File: src/rtl/mask_pkg.sv
// Shared types for the mask register bank: shift FSM states and direction codes.
package mask_pkg;

    typedef enum logic [1:0] {
        ST_IDLE  = 2'd0,
        ST_SHIFT = 2'd1,
        ST_DONE  = 2'd2
    } mask_state_e;

    localparam logic DIR_TO_MSB = 1'b0;
    localparam logic DIR_TO_LSB = 1'b1;

endpackage

File: src/rtl/mask_shift_step.sv
// Single-bit shift of an N-wide mask; define MASK_ROTATE_EN to rotate
// instead of zero-filling the vacated bit.
module mask_shift_step
    import mask_pkg::*;
#(
    parameter int N = 10
) (
    input  logic [N-1:0] din,
    input  logic         dir,
    output logic [N-1:0] dout
);

    always_comb begin
        if (dir == DIR_TO_LSB) begin
            dout = din >> 1;
`ifdef MASK_ROTATE_EN
            dout[N-1] = din[0];
`else
            dout[N-1] = 1'b0;
`endif
        end else begin
            dout = din << 1;
`ifdef MASK_ROTATE_EN
            dout[0] = din[N-1];
`else
            dout[0] = 1'b0;
`endif
        end
    end

endmodule

File: src/rtl/mask_reg_bank.sv
// Bank of DEPTH N-bit mask registers with a registered read port and a
// multi-cycle shift engine; MASK_ROTATE_EN selects rotate vs logical shift.
module mask_reg_bank
    import mask_pkg::*;
#(
    parameter  int N     = 10,
    parameter  int DEPTH = 4,
    localparam int IW    = (DEPTH > 1) ? $clog2(DEPTH) : 1,
    localparam int AW    = $clog2(N + 1)
) (
    input  logic          clk,
    input  logic          rst_n,
    input  logic          PIM_load,
    input  logic          Mov_load,
    input  logic [IW-1:0] wr_idx,
    input  logic [N-1:0]  D,
    input  logic [N-1:0]  MOV_in,
    input  logic [IW-1:0] rd_idx,
    output logic [N-1:0]  Q,
    input  logic          shift_start,
    input  logic [IW-1:0] sh_idx,
    input  logic [AW-1:0] shift_amt,
    input  logic          shift_dir,
    output logic          busy,
    output logic          done,
    output logic          aborted
);

    logic [N-1:0]  entry_q [DEPTH];
    logic [N-1:0]  entry_d [DEPTH];
    logic [N-1:0]  q_q, q_d;
    mask_state_e   state_q, state_d;
    logic [IW-1:0] sidx_q, sidx_d;
    logic          dir_q, dir_d;
    logic [AW-1:0] cnt_q, cnt_d;
    logic          abort_q, abort_d;

    logic          wr_ok, rd_ok, sh_ok;
    logic          load_en;
    logic [N-1:0]  load_data;
    logic [AW-1:0] amt_clamped;
    logic [N-1:0]  step_out;

    assign wr_ok       = 32'(wr_idx) < 32'(DEPTH);
    assign rd_ok       = 32'(rd_idx) < 32'(DEPTH);
    assign sh_ok       = 32'(sh_idx) < 32'(DEPTH);
    assign load_en     = (PIM_load | Mov_load) & wr_ok;
    assign load_data   = PIM_load ? D : MOV_in;
    assign amt_clamped = (32'(shift_amt) > 32'(N)) ? AW'(N) : shift_amt;

    mask_shift_step #(.N(N)) u_step (
        .din  (entry_q[sidx_q]),
        .dir  (dir_q),
        .dout (step_out)
    );

    always_comb begin
        entry_d = entry_q;
        state_d = state_q;
        sidx_d  = sidx_q;
        dir_d   = dir_q;
        cnt_d   = cnt_q;
        abort_d = abort_q;
        q_d     = rd_ok ? entry_q[rd_idx] : '0;

        unique case (state_q)
            ST_IDLE: begin
                if (shift_start && sh_ok) begin
                    sidx_d  = sh_idx;
                    dir_d   = shift_dir;
                    cnt_d   = amt_clamped;
                    abort_d = 1'b0;
                    state_d = (amt_clamped == '0) ? ST_DONE : ST_SHIFT;
                end
            end
            ST_SHIFT: begin
                // A load hitting the entry being shifted cancels the remaining steps.
                if (load_en && (wr_idx == sidx_q)) begin
                    abort_d = 1'b1;
                    cnt_d   = '0;
                    state_d = ST_DONE;
                end else begin
                    entry_d[sidx_q] = step_out;
                    cnt_d           = cnt_q - AW'(1);
                    if (cnt_q == AW'(1)) begin
                        state_d = ST_DONE;
                    end
                end
            end
            ST_DONE: state_d = ST_IDLE;
            default: state_d = ST_IDLE;
        endcase

        if (load_en) begin
            entry_d[wr_idx] = load_data;
        end
    end

    always_ff @(posedge clk or negedge rst_n) begin
        if (!rst_n) begin
            entry_q <= '{default: '0};
            q_q     <= '0;
            state_q <= ST_IDLE;
            sidx_q  <= '0;
            dir_q   <= 1'b0;
            cnt_q   <= '0;
            abort_q <= 1'b0;
        end else begin
            entry_q <= entry_d;
            q_q     <= q_d;
            state_q <= state_d;
            sidx_q  <= sidx_d;
            dir_q   <= dir_d;
            cnt_q   <= cnt_d;
            abort_q <= abort_d;
        end
    end

    assign Q       = q_q;
    assign busy    = (state_q != ST_IDLE);
    assign done    = (state_q == ST_DONE);
    assign aborted = (state_q == ST_DONE) && abort_q;

endmodule

File: config.mk
export PLATFORM = sky130hd
export DESIGN_NAME = mask_reg_bank
export DESIGN_NICKNAME = d
export VERILOG_FILES = /design/src/rtl/mask_pkg.sv /design/src/rtl/mask_shift_step.sv /design/src/rtl/mask_reg_bank.sv
export SDC_FILE = /design/constraint.sdc
export NUM_CORES = 1
export LEC_CHECK = 0
export BUFFER_PORTS_ARGS = -buffer_cell sky130_fd_sc_hd__clkbuf_2
export CORE_AREA = 2 2 106 108
export CTS_CLUSTER_DIAMETER = 50
export DETAILED_ROUTE_END_ITERATION = 10
export DIE_AREA = 0 0 108 110
export GPL_TIMING_DRIVEN = 0
export PLACE_DENSITY = 0.52
export SETUP_SLACK_MARGIN = 0.05
export SYNTH_ARGS = -nofsm -noshare
export SYNTH_HDL_FRONTEND = slang
export SYNTH_SLANG_ARGS = --single-unit
File: constraint.sdc
create_clock -name clk -period 1.8 [get_ports clk]
set_clock_uncertainty 0.2 [all_clocks]
set_input_delay 0.27 -clock clk [delete_from_list [all_inputs] [get_ports clk]]
set_output_delay 0.27 -clock clk [all_outputs]
set_load 0.05 [all_outputs]
==> summary.md <==
The final count of hold timing violations is 0, and the required time at the worst-slack endpoint is 1.33 ns. The run gives 0 as the final antenna-violating net count. The checks that failed: negative setup slack. Final number of max-transition violations: 0. For the core area, the log shows 10700 µm². The tools report the die area as 11900 µm². The min-delay analysis places its worst path in the category in2reg. The logs give -0.0625 ns for the smallest setup slack after layout and 290 for the synthesized instance count. Entering global routing, the biggest net connects 61 pins.

The sum of buffers and inverters on the critical path came out at 4. The congestion estimate from routability-driven global placement came to 0.827. The global-route wire length before repair was 15.5 mm. Of the synthesized area, sequential elements account for 41.1%. The multi-input combinational cells in the finished layout cover a total of 2070 µm².

Global routing consumed, on the met2 layer, 28.7% of the routing resources. The tools report the count of filler cells inserted in the layout as 1032. The repair_antennas step left the layout with diodes totalling 0. Yosys printed 0 warnings. The worst setup path is captured at a primary output. The number of max-cap violations is 0. The global-route usage over all layers is 17.7%, and the normalized max-slew margin is 56.0%.

Counting flops with a built-in enable in the synthesized netlist gives 0. For this run, design rule violations remaining after detail routing come to 0. The first routing iteration left 125 violations.

The number of buffers between clock root and the deepest sink is 2, and the setup slack of the most critical reg-to-reg path is -0.04 ns. The flow ran to the end, but the final reports show violations. The number of nets in the final layout is 402. Setup repair after global routing could not meet its margin everywhere.

The dominant register cell in the synthesized netlist is sky130_fd_sc_hd__dfrtp_1. Startpoint type of the worst setup path: a flop. After synthesis the cells add up to 3650 µm².

The logs give 0.33 ns for the clock network latency to the later pin of the worst-skew pair and 51 for the number of library cell types mapped by synthesis. The largest fanout on the critical path is 5, and the clock slew at the register clock pins of the worst setup and hold paths is 0.07 ns. TritonCTS built the clock tree. The run gives 4 as the number of detailed-routing iterations run before antenna repair. The number of vias in the routed layout was 2732; the post-route minimum period was 1.86 ns.

For the via count of the first global-routing pass, the log shows 2776. In this run the horizontal extent of the chip is 108 µm. After global routing, the most crowded layer is met2.

The top cell types in the final layout, fill and taps aside, are sky130_fd_sc_hd__mux2i_1, sky130_fd_sc_hd__dfrtp_1, sky130_fd_sc_hd__clkbuf_2, sky130_fd_sc_hd__mux2_2, sky130_fd_sc_hd__clkbuf_8. A synthesized cell averages 12.6 µm². The slowest stage of the critical path belongs to the cell sky130_fd_sc_hd__dfrtp_1. The layout-stage area growth over the synthesis result works out to 25.6%.

The library cell used most frequently in the layout, excluding fill and tap cells, is sky130_fd_sc_hd__mux2i_1. For met1 alone, demand over resource in global routing was 24.0%. The TritonCTS sink count is 60, and the number of buffers created by CTS is 9.

Static timing analysis puts the maximum clock frequency at 537 MHz. The worst setup path is of the reg2out kind. Grouping stages by cell kind, the critical path spends the most delay in buffers and inverters. Input and output buffers added on the ports amount to 46. The run gives 8040 µW as the total chip power. Walking the worst path, the cells encountered are buf_6, buf_8, clkinvlp_4, nor2_4, and2_4, clkbuf_16. The boundary pin count was 49; the number of antenna violations at the first check in global routing was 0. For the worst setup path, the data arrival time is 1.39 ns. The synthesized design contains 60 register bits.

The root buffer cell chosen for the clock tree is sky130_fd_sc_hd__clkbuf_8. In the finished design, the share of the clock period the worst path needs comes to 103%. Registers take 1500 µm².

Actual transition at the worst max-transition pin: 0.661 ns. The routed length per placed instance is 19.3 µm. The analysis attributes to cell leakage a power of 0.00199 µW. The run gives 42.9% as the fraction of the core area covered by cells at the end of the flow. In this run the power density over the cells is 1750 nW/µm². The largest single stage delay on the critical path is 0.34 ns.

In the routed layout, each cell is associated on average with a via count of 5.38. In this run the core area contains 38 standard-cell rows. The logs give 3 for the maximum level of the CTS H-tree and 0 for the global-route congestion overflow total. Wires add up to 9.82 mm. The fraction of final layout cells sized beyond drive strength 1 was 41.8%. The overall die height is 110 µm. The async set-or-reset flop fraction in the synthesized netlist was 100%. In the global route stage, met3 resource usage came out at 3.29%. The initial utilization of the core area, before any placement, comes to 34.1%.

The worst-case IR drop observed on VDD is 868 µV. The HPWL after detailed placement is 6.56 mm, and the synthesized netlist net count is 328. The total setup violations reported at the end of the flow was 6.
## worst register-to-register path: stages, from the launching register on
cell and delay, ns:
sky130_fd_sc_hd__dfrtp_1 0.37, sky130_fd_sc_hd__buf_6 0.13, sky130_fd_sc_hd__buf_8 0.12, sky130_fd_sc_hd__buf_4 0.13, sky130_fd_sc_hd__buf_6 0.12, sky130_fd_sc_hd__nor3b_4 0.32, sky130_fd_sc_hd__mux2_4 0.33
## cells by family (layout without fill, tap and decap cells)
family | Yosys count | after routing | share of synthesized area (%)
flops | 60 | 60 | 41.1
mux | 120 | 120 | 37.6
buf+inv | 25 | 103 | 3.87
xor+xnor | 3 | 3 | 0.720
simple gates | 48 | 48 | 9.49
fa+ha+maj | 2 | 2 | 0.685
compound gates | 32 | 32 | 6.51
## repair_timing
item	in CTS	in global routing
setup buffers	8	4
gates cloned	0	0
resized for setup	22	12
hold buffers	4	0
endpoints found under the setup margin	9	41
pin swaps	2	4
hold endpoints to repair	63	0
## stage by stage
stage / TNS [ns] / area (µm²) / std cells / setup slack, ns / hold slack [ns]
5_1_grt: -0.770 / 4580 / 508 / -0.126 / 0.0365
2_1_floorplan: 0 / 3670 / 290 / 0.0589 / -0.226
6_report: -0.244 / 4580 / 508 / -0.0625 / 0.0429
3_3_place_gp: -12.21 / 4080 / 476 / -0.208 / 0.287
3_5_place_dp: -0.0136 / 4110 / 477 / -0.0136 / 0.127
4_1_cts: -0.114 / 4510 / 504 / -0.0605 / 0.00744
## routing by layer
layer  wire length (µm)  part of all wire, %
met5                  0                    0
met3                330                  3.4
met2               4870                   50
met4                138                  1.4
met1               4480                   46
## layout make-up
cell class,instances,share of cell area (%)
tap,140,3.82
timing repair buffer,63,9.80
buffer,21,3.90
multi-input combinational,205,45.2
inverter,4,0.409
sequential,60,32.8
clock buffer,14,3.98
clock inverter,1,0.109
## flip-flops by register name, summed over array words and instances (netlist names)
signal	count
Q	10
dir_q	1
state_q	2
entry_q	40
abort_q	1
sidx_q	2
cnt_q	4
## synth_stat cells, drive strengths merged, types with 2 or more instances
library cell,number,share of area (%)
mux2i,73,20
dfrtp,60,41
mux2,37,11
buf,19,3.3
mux4,10,6.2
a21oi,6,0.82
o21ai,6,0.82
nand2,5,0.58
nand2b,5,0.86
nand4b,5,1.2
nor2b,5,0.86
nor3b,5,1.2
a31oi,4,0.69
inv,4,0.41
nor3,3,0.41
nor4,3,0.51
o221ai,3,0.72
or2,3,0.51
a22oi,2,0.41
a2bb2oi,2,0.48
and4bb,2,0.69
clkbuf,2,0.21
ha,2,0.69
nand4,2,0.34
nand4bb,2,0.62
nor2,2,0.21
o22ai,2,0.34
xor2,2,0.48
## worst paths after layout
path                         startpoint     endpoint  depth (start not counted)
setup / recovery             state_q[1]      aborted                          6
hold / removal             shift_amt[0]     cnt_q[0]                          3
setup reg to reg             state_q[1]        dir_q                          6
hold reg to reg                 abort_q      abort_q                          2
max in group asynchronous         rst_n         Q[3]                          3
min in group asynchronous         rst_n  entry_q[37]                          3
## power by group
group	leakage (µW)	internal, µW	switching [µW]	total (µW)
clock	0.0000986	643	535	1180
sequential	0.000696	2040	679	2720
combinational	0.00120	2120	2020	4140
(Power assumes the default switching activity.)
